--- config.mk ---
export PLATFORM = sky130hd
export DESIGN_NAME = umul_bi_nch_flat
export DESIGN_NICKNAME = d
export VERILOG_FILES = /design/src/rtl/umul_bi_nch_if.sv /design/src/rtl/umul_bi_nch.sv /design/src/flat_wrapper.sv
export SDC_FILE = /design/constraint.sdc
export NUM_CORES = 1
export LEC_CHECK = 0
export CAP_MARGIN = 40
export CORE_UTILIZATION = 60
export CTS_CLUSTER_DIAMETER = 60
export CTS_CLUSTER_SIZE = 16
export DETAILED_ROUTE_END_ITERATION = 16
export GPL_TIMING_DRIVEN = 1
export PLACE_DENSITY = 0.83
export SKIP_CTS_REPAIR_TIMING = 1
export SLEW_MARGIN = 10
export SYNTH_ARGS = -nofsm -noshare
export SYNTH_HDL_FRONTEND = slang
export SYNTH_HIERARCHICAL = 1
export SYNTH_SLANG_ARGS = --single-unit
--- constraint.sdc ---
create_clock -name iClk -period 2.6 [get_ports iClk]
set_input_delay 0.65 -clock iClk [delete_from_list [all_inputs] [get_ports iClk]]
set_output_delay 0.65 -clock iClk [all_outputs]
set_load 0.02 [all_outputs]
--- src/rtl/umul_bi_nch_if.sv ---
// Load-port and stream signals of the NCH-channel bipolar unary multiplier.
// master drives weights, start and input streams; slave is the multiplier.
interface umul_bi_nch_if #(
   parameter int BITWIDTH = 8,
   parameter int NCH      = 4
);
   logic [BITWIDTH-1:0] iB;
   logic                iLdValid;
   logic                oLdReady;
   logic                iStart;
   logic [NCH-1:0]      iA;
   logic [NCH-1:0]      oMult;
   logic [NCH-1:0]      oB;
   logic                oValid;
   logic                oBusy;
   logic                oDone;

   modport master (
      output iB, iLdValid, iStart, iA,
      input  oLdReady, oMult, oB, oValid, oBusy, oDone
   );

   modport slave (
      input  iB, iLdValid, iStart, iA,
      output oLdReady, oMult, oB, oValid, oBusy, oDone
   );
endinterface

--- src/rtl/umul_bi_nch.sv ---
// NCH-channel bipolar unary multiplier over a 2^BITWIDTH-cycle stream window.
// Define UMUL_BI_ACC_EN to add oAcc, the per-channel count of oMult ones.
module umul_bi_lane #(
   parameter int BITWIDTH = 8
) (
   input  logic                iClk,
   input  logic                iRst,
   input  logic                iClr,
   input  logic                iCntClr,
   input  logic                iAdv,
   input  logic                iA,
   input  logic [BITWIDTH-1:0] iW,
   input  logic [BITWIDTH-1:0] iSR,
`ifdef UMUL_BI_ACC_EN
   input  logic                iVld,
   output logic [BITWIDTH:0]   oAcc,
`endif
   output logic                oMult,
   output logic                oB
);
   logic [BITWIDTH-1:0] topCnt, botCnt;

   function automatic logic [BITWIDTH-1:0] bitRev(input logic [BITWIDTH-1:0] v);
      logic [BITWIDTH-1:0] r;
      for (int i = 0; i < BITWIDTH; i++) r[i] = v[BITWIDTH-1-i];
      return r;
   endfunction

   // The input bit picks which sequence advances: bot for a 1, top for a 0.
   always_ff @(posedge iClk) begin
      if (iRst || iClr) begin
         topCnt <= '0;
         botCnt <= '0;
         oMult  <= 1'b0;
         oB     <= 1'b0;
      end else if (iCntClr) begin
         topCnt <= '0;
         botCnt <= '0;
      end else if (iAdv) begin
         oMult <= iA ? (iW > bitRev(botCnt)) : !(iW > bitRev(topCnt));
         oB    <= iW > iSR;
         if (iA) botCnt <= botCnt + 1'b1;
         else    topCnt <= topCnt + 1'b1;
      end
   end

`ifdef UMUL_BI_ACC_EN
   always_ff @(posedge iClk) begin
      if (iRst || iClr || iCntClr) oAcc <= '0;
      else if (iVld && oMult)      oAcc <= oAcc + 1'b1;
   end
`endif
endmodule

module umul_bi_nch #(
   parameter int BITWIDTH = 8,
   parameter int NCH      = 4
) (
   input  logic iClk,
   input  logic iRst,
   input  logic iEn,
   input  logic iClr,
`ifdef UMUL_BI_ACC_EN
   output logic [NCH*(BITWIDTH+1)-1:0] oAcc,
`endif
   umul_bi_nch_if.slave bus
);
   localparam int PW = (NCH > 1) ? $clog2(NCH) : 1;

   typedef enum logic [1:0] {IDLE, RUN, DONE} state_t;

   state_t                         state;
   logic [NCH-1:0][BITWIDTH-1:0]   wBuf;
   logic [PW-1:0]                  ldPtr;
   logic                           loaded;
   logic [BITWIDTH-1:0]            winCnt, sR;
   logic                           valid, done, startGo, adv;
   logic [NCH-1:0]                 mult, bBits;

   // A pending load wins over start; start is retried on a later cycle.
   assign startGo = (state == IDLE) && !iClr && !bus.iLdValid && bus.iStart && loaded;
   assign adv     = (state == RUN) && iEn && !iClr;

   always_comb begin
      sR = '0;
      for (int i = 0; i < BITWIDTH; i++) sR[i] = winCnt[BITWIDTH-1-i];
   end

   always_ff @(posedge iClk) begin
      if (iRst) begin
         state  <= IDLE;
         wBuf   <= '0;
         ldPtr  <= '0;
         loaded <= 1'b0;
         winCnt <= '0;
         valid  <= 1'b0;
         done   <= 1'b0;
      end else if (iClr) begin
         state  <= IDLE;
         winCnt <= '0;
         valid  <= 1'b0;
         done   <= 1'b0;
      end else begin
         unique case (state)
            IDLE: begin
               valid <= 1'b0;
               done  <= 1'b0;
               if (bus.iLdValid) begin
                  wBuf[ldPtr] <= bus.iB;
                  if (ldPtr == PW'(NCH-1)) begin
                     ldPtr  <= '0;
                     loaded <= 1'b1;
                  end else begin
                     ldPtr <= ldPtr + 1'b1;
                  end
               end else if (startGo) begin
                  state  <= RUN;
                  winCnt <= '0;
               end
            end
            RUN: begin
               done  <= 1'b0;
               valid <= iEn;
               if (iEn) begin
                  winCnt <= winCnt + 1'b1;
                  if (winCnt == '1) state <= DONE;
               end
            end
            DONE: begin
               valid <= 1'b0;
               done  <= 1'b1;
               state <= IDLE;
            end
            default: state <= IDLE;
         endcase
      end
   end

   for (genvar g = 0; g < NCH; g++) begin : gLane
      umul_bi_lane #(.BITWIDTH(BITWIDTH)) uLane (
         .iClk    (iClk),
         .iRst    (iRst),
         .iClr    (iClr),
         .iCntClr (startGo),
         .iAdv    (adv),
         .iA      (bus.iA[g]),
         .iW      (wBuf[g]),
         .iSR     (sR),
`ifdef UMUL_BI_ACC_EN
         .iVld    (valid),
         .oAcc    (oAcc[g*(BITWIDTH+1) +: BITWIDTH+1]),
`endif
         .oMult   (mult[g]),
         .oB      (bBits[g])
      );
   end

   assign bus.oLdReady = (state == IDLE);
   assign bus.oBusy    = (state == RUN);
   assign bus.oValid   = valid;
   assign bus.oDone    = done;
   assign bus.oMult    = mult;
   assign bus.oB       = bBits;
endmodule

--- src/flat_wrapper.sv ---
// flat-port wrapper written by rule: the top's interface ports become plain ports
module umul_bi_nch_flat 
#(
   parameter int BITWIDTH = 8,
   parameter int NCH      = 4
)
  (iClk, iRst, iEn, iClr, bus_iB, bus_iLdValid, bus_iStart, bus_iA, bus_oLdReady, bus_oMult, bus_oB, bus_oValid, bus_oBusy, bus_oDone);
  umul_bi_nch_if #(.BITWIDTH(BITWIDTH), .NCH(NCH)) bus_i ();
  input  logic iClk;
  input  logic iRst;
  input  logic iEn;
  input  logic iClr;
  input wire logic [$bits(bus_i.iB)-1:0] bus_iB;
  input wire logic [$bits(bus_i.iLdValid)-1:0] bus_iLdValid;
  input wire logic [$bits(bus_i.iStart)-1:0] bus_iStart;
  input wire logic [$bits(bus_i.iA)-1:0] bus_iA;
  output wire logic [$bits(bus_i.oLdReady)-1:0] bus_oLdReady;
  output wire logic [$bits(bus_i.oMult)-1:0] bus_oMult;
  output wire logic [$bits(bus_i.oB)-1:0] bus_oB;
  output wire logic [$bits(bus_i.oValid)-1:0] bus_oValid;
  output wire logic [$bits(bus_i.oBusy)-1:0] bus_oBusy;
  output wire logic [$bits(bus_i.oDone)-1:0] bus_oDone;
  assign bus_i.iB = bus_iB;
  assign bus_i.iLdValid = bus_iLdValid;
  assign bus_i.iStart = bus_iStart;
  assign bus_i.iA = bus_iA;
  assign bus_oLdReady = bus_i.oLdReady;
  assign bus_oMult = bus_i.oMult;
  assign bus_oB = bus_i.oB;
  assign bus_oValid = bus_i.oValid;
  assign bus_oBusy = bus_i.oBusy;
  assign bus_oDone = bus_i.oDone;
  umul_bi_nch #(.BITWIDTH(BITWIDTH), .NCH(NCH)) u_core (.iClk(iClk), .iRst(iRst), .iEn(iEn), .iClr(iClr), .bus(bus_i));
endmodule
Word-level counts from Yosys, hierarchy flattened
Cells that the tools add are included.
{"block": "totals", "word_cells": 118, "inputBits": 18, "reg_bits": 119, "output_inout_bits": 12}
{"block": "op_classes", "bitwise_logic": 6, "eq_ne": 8, "addsub": 10, "n_reduce_logical": 35, "mux": 19, "order_cmp": 14}
{"cell": "$gt 8x8->1", "count": 12}
{"cell": "$add 8x1->8 const B", "count": 9}
{"cell": "$bwmux 32", "count": 1}
{"cell": "$mux 8", "count": 4}
{"cell": "$reduce_and 2->1", "count": 9}
{"cell": "$demux 8 s2", "count": 1}
{"cell": "$pmux 8 s2", "count": 1}
{"cell": "$reduce_and 4->1", "count": 3}
{"cell": "$mux 2", "count": 5}
{"cell": "$eq 8x8->1 const B", "count": 1}
{"cell": "$reduce_or 2->1", "count": 4}
{"cell": "$logic_and 1x1->1", "count": 7}
{"cell": "$logic_not 1->1", "count": 6}
{"cell": "$not 1->1", "count": 6}
{"cell": "$reduce_bool 2->1", "count": 3}
{"cell": "$eq 2x2->1 const B", "count": 2}
{"cell": "$mux 1", "count": 4}
{"cell": "$ne 2x1->1 const B", "count": 2}
{"cell": "$ne 2x2->1 const B", "count": 2}
{"cell": "$pmux 1 s2", "count": 2}
{"cell": "$pmux 2 s2", "count": 1}
{"cell": "$lt 2x3->1 const B", "count": 1}
{"cell": "$reduce_and 3->1", "count": 1}
{"cell": "$add 2x1->2 const B", "count": 1}
{"cell": "other kinds (4)", "count": 4}

Logic depth before layout (Yosys ltp)
{"block": "depth", "depth_word": 8, "mapped_depth": 10, "ltp_nobuf": 8}

Cells and area by module
Netlist, hierarchy kept.
{"mod": "umul_bi_lane", "cells_per_inst": 161, "seq_area_each_um2": 360.3, "area_each_um2": 1352.5, "instances": 4}
{"mod": "umul_bi_nch", "cells_per_inst": 235, "seq_area_each_um2": 940.9, "area_each_um2": 1943.1, "instances": 1}

Least setup slack after synthesis
Ideal clock, no wire load.
{"block": "synth_path", "path_kind": "input to register", "startpoint": "input port iClr", "endpoint": "register u_core.gLane[0].uLane.botCnt[3]", "setup_ns": 0.128, "required_ns": 2.472, "n_path_buf": 2, "path_slack_ns": 0.571, "arrival_ns": 1.902, "cell_stages": 6, "path_cell_list": "and4bb_1 > and2_1 > or3_1 > clkbuf_1 > clkbuf_1 > nor2_1"}
{"block": "synth_via", "elab_chain_cells": 6, "word_cells_on_any_way": 9, "classes_between": "reduce/logical (9)"}
{"item": "from (decl)", "line_no": "flat_wrapper.sv:12", "rtl": "input logic iClr;"}
{"item": "$logic_not 1->1", "line_no": "umul_bi_nch.sv:81", "rtl": "assign startGo = (state == IDLE) && !iClr && !bus.iLdValid && bus.iStart && loaded;"}
{"item": "$logic_and 1x1->1 (4 in series)", "line_no": "umul_bi_nch.sv:81"}
{"item": "via u_core.startGo", "line_no": "umul_bi_nch.sv:77", "rtl": "logic valid, done, startGo, adv;"}
{"item": "$reduce_or 2->1 (no line)"}
{"item": "to (signal assigned)", "line_no": "umul_bi_nch.sv:42", "rtl": "if (iA) botCnt <= botCnt + 1'b1;"}
{"item": "to (decl)", "line_no": "umul_bi_nch.sv:21", "rtl": "logic [BITWIDTH-1:0] topCnt, botCnt;"}
The timed path passes the listed nets, and every way through them passes these cells.
A chain may end at the register's enable or synchronous reset.

Worst setup path after layout
{"block": "layout_path", "startpoint": "register u_core.state[0]", "endpoint": "output port bus_oBusy"}
{"block": "layout_via", "elab_chain_cells": 1}
{"item": "from (decl)", "line_no": "umul_bi_nch.sv:72", "rtl": "state_t state;"}
{"item": "from (signal assigned)", "line_no": "umul_bi_nch.sv:91", "rtl": "state <= IDLE;"}
{"item": "from (signal assigned)", "line_no": "umul_bi_nch.sv:99", "rtl": "state <= IDLE;"}
{"item": "from (signal assigned)", "line_no": "umul_bi_nch.sv:117", "rtl": "state <= RUN;"}
{"item": "$eq 2x1->1", "line_no": "umul_bi_nch.sv:159", "rtl": "assign bus.oBusy = (state == RUN);"}
{"item": "to (decl)", "line_no": "flat_wrapper.sv:21", "rtl": "output wire logic [$bits(bus_i.oBusy)-1:0] bus_oBusy;"}
Every way passes these cells.

==> key figures <==
Clocking
  • CTS root buffer: clkbuf_16
  • Clock slew at reported path FFs: about 50 ps
  • Clock Path Buffers: 2
  • H-tree Lvls: 4
  • Clock latency on the worst-skew pair: between 400 and 500 ps
  • # clock sinks: 119
  • Num CTS Buffers: 17
  • CTS tree: built

Setup path
  • Kind of cell adding the most delay to the critical path: buffers and inverters
  • Slowest cell delay on critical path: 600 ps
  • Crit-path max FO: 7
  • Worst path bufs/invs: 2
  • Cell Chain, Critical Path: nand2b_1 -> inv_1 -> clkdlybuf4s50_1
  • Nature of the critical path startpoint: flip-flop
  • CP arrival: 1770 ps
  • Slowest cell on crit path: clkdlybuf4s50_1
  • Setup CP Type: reg2out
  • Critical path launch point: u_core/state[0]$_SDFFE_PP0P_
  • Critical path endpoint category: primary output
  • Crit path required time: between 1500 and 2000 ps
  • Worst r2r src: u_core/state[0]$_SDFFE_PP0P_

Pwr
  • NetSw: 0.963 mW
  • Pwr/cell area: 541 nW/µm²
  • Total leakage power: 3.33 nW
  • Comb power frac: under 10%
  • Sw frac: 20.9%
  • Sequential power share: 40.3%
  • Internal Pwr Total: 3.64 mW
  • Worst VDD drop: around 460 µV
  • Clock power share: between 50% and 60%
  • Total power: between 4 and 5 mW

Route
  • Vias per inst: between 5 and 6
  • Drt pass-1 iters: 7
  • DRC: 0
  • Total wire length: between 15000 and 20000 µm
  • DR iter-0 viols: roughly 400
  • WL per Instance: between 15 and 20 µm
  • Post-route ant nets: 0
  • Vias: 6212

Global route
  • Met1 Usage GRT: 34.4%
  • Gr usage total: about 28%
  • Gr busiest metal: met2
  • Met2 Usage GRT: 46.1%
  • GR Util met3: 6.05%
  • Via count of the first global-routing pass: 5889
  • Gr ovfl total: 0
  • Initial antenna violation count: 0
  • Largest net degree at the start of global routing: 42
  • Global-route wire length before repair: 27700 µm

Timing
  • Setup TNS Final: 0 ps
  • RSZ-0062 raised after global routing: no
  • Pins Over Slew Limit: 0
  • Crit share post-route: 93.2%
  • Hold Fails Final Rpt: 0
  • Worst slew margin: 67.5%
  • Worst-Margin Slew: 486 ps
  • Fmax: 413 MHz
  • Minimum clock period: 2420 ps
  • Clock skew: 7.55 ps
  • Setup-failing EPs final: 0

Worst hold path
  • Hold WC Path Type: reg2reg
  • Hold Startpoint: u_core/wBuf[0]$_SDFFE_PP0P_

Placement
  • Routability congestion estimate: 0.812
  • PortBufs: 29
  • Detailed Place HPWL: 11900 µm

Cells and area
  • Fin nets: 1047
  • # diodes: 0
  • Share of layout cells above drive strength 1: 8.15%
  • Fillcell total: 912
  • Area grow syn2layout: 15.6%

Yosys
  • FFs w/ async S/R, synth: 0%
  • Synth top cells by count: dfxtp_1, ha_1, inv_1, a21oi_1, nor2_1
  • Post-synth EDFFs: 0
  • Largest family of logic cells by synthesized area: simple AND/OR/NAND/NOR gates
  • Sequential share of the synthesized area: between 30 and 40%
  • Mapped Area: 7350 µm²
  • Unique masters post-synth: 45
  • Simple-gate portion of the synthesized area: 22.4%
  • Avg Synthesized Cell Area: 8.37 µm²
  • Mux cell area share after synthesis: 0.681%
  • Post-synthesis xor/xnor area fraction: between 6 and 7%
  • Synthesized flop and latch total: between 100 and 150
  • Most frequent cell after synthesis: dfxtp_1
  • Syn_nets: approximately 1000
  • Synth Instances: 879
  • Synth Area in Adders: 18.5%
  • Main synth FF type: dfxtp_1
  • Ranking of synthesized cells by area: dfxtp_1, ha_1, a21oi_1, xnor2_1, inv_1
  • Compound-cell area share of the yosys netlist: 12.9%
  • Synthesis Warnings: 6
  • Area leader, netlist: dfxtp_1
  • Top cell type's share of synthesized area: 32.4%

Run
  • Max_cap viols: 0

Floorplan
  • Die Area: between 10000 and 15000 µm²
  • # rows: 40
  • Initial Util: 61.5%
  • Die Ht: 113 µm
  • Die X-Extent: 113 µm
  • Total core area: 12000 µm²
  • I/O pin count: 30

Outcome
  • Status: finished, final reports clean
## cell families (layout without fill, tap and decap cells)
kind of cell,Yosys count,after routing
xor+xnor,52,52
flops,119,119
simple gates,305,305
fa+ha+maj,109,109
buf+inv,124,178
mux,5,5
compound gates,165,165
## per-stage QoR
step           hold WS (ps)  instance area, µm²  util (%)  std cells  worst slack [ps]
6_report                456                8500      71.1       1080               177
2_1_floorplan           429                7350         -        879               571
3_3_place_gp            444                7870      65.8       1048              45.4
4_1_cts                 456                8500      71.1       1080               167
3_5_place_dp            449                7870      65.8       1048             -22.0
5_1_grt                 473                8500      71.1       1080               106
## final timing paths
check	slack [ps]	endpoint	cells after the start
min reg2reg	460	u_core/wBuf[0]$_SDFFE_PP0P_	2
max	180	bus_oBusy	3
max reg2reg	500	u_core/gLane[0].uLane/topCnt[7]$_SDFFE_PP0P_	9
min	460	u_core/wBuf[0]$_SDFFE_PP0P_	2
## metal layers
layer / routed length [µm] / vias up
met5: 0 / -
met4: 352 / 0
met3: 705 / 30
met2: 7960 / 153
met1: 7550 / 2902
li1: - / 3127
## power groups by stage
stage	clock (mW)	combinational [mW]	sequential, mW
2_1_floorplan	0	0.154	1.88
3_3_place_gp	0	0.239	1.89
3_5_place_dp	0	0.244	1.89
4_1_cts	2.53	0.246	1.85
5_1_grt	2.62	0.276	1.85
6_report	2.50	0.249	1.85
## cell usage in the layout, fill, tap and decap left out, types with 6 or more instances in the layout
cell type        instances
a21o_1                   9
inv_1                   93
o21ai_0                 24
and2_1                   6
a211oi_1                 6
clkdlybuf4s50_1         29
xnor2_1                 48
clkbuf_16               17
or3_1                    9
o211ai_1                16
nand3_1                 43
nor2b_1                 20
dfxtp_1                119
a21oi_1                 89
nand4_1                 37
ha_1                   109
buf_4                   23
a31oi_1                  8
nor2_1                  85
nand2_1                 65
nor3_1                   6
## flip-flops by register name, indices dropped and copies added, names as in the netlist
signal                     cells
u_core/gLane.uLane/botCnt     32
u_core/gLane.uLane/topCnt     32
u_core/wBuf                   32
u_core/winCnt                  8
u_core/gLane.uLane/oB          4
u_core/gLane.uLane/oMult       4
u_core/ldPtr                   2
u_core/state                   2
u_core/bus.oDone               1
u_core/bus.oValid              1
u_core/loaded                  1
## tightest hold or removal path, delay by kind of cell (launching register included)
| family | cells | cell delay (ps) |
|---|---|---|
| DFF | 1 | 310 |
| and+or+nand+nor | 1 | 50 |
| AOI/OAI and AO/OA | 1 | 50 |
## layout make-up
type | instances | area, µm² | share of cell area (%)
multi-input cells | 636 | 4470 | 52.6
flip-flops and latches | 119 | 2380 | 28.0
clock buffers | 23 | 488 | 5.74
repair buffers | 53 | 483 | 5.68
inverters | 93 | 349 | 4.11
well taps | 147 | 184 | 2.16
clock inverters | 9 | 145 | 1.71
Note: power is estimated with default switching activity, not from simulation.
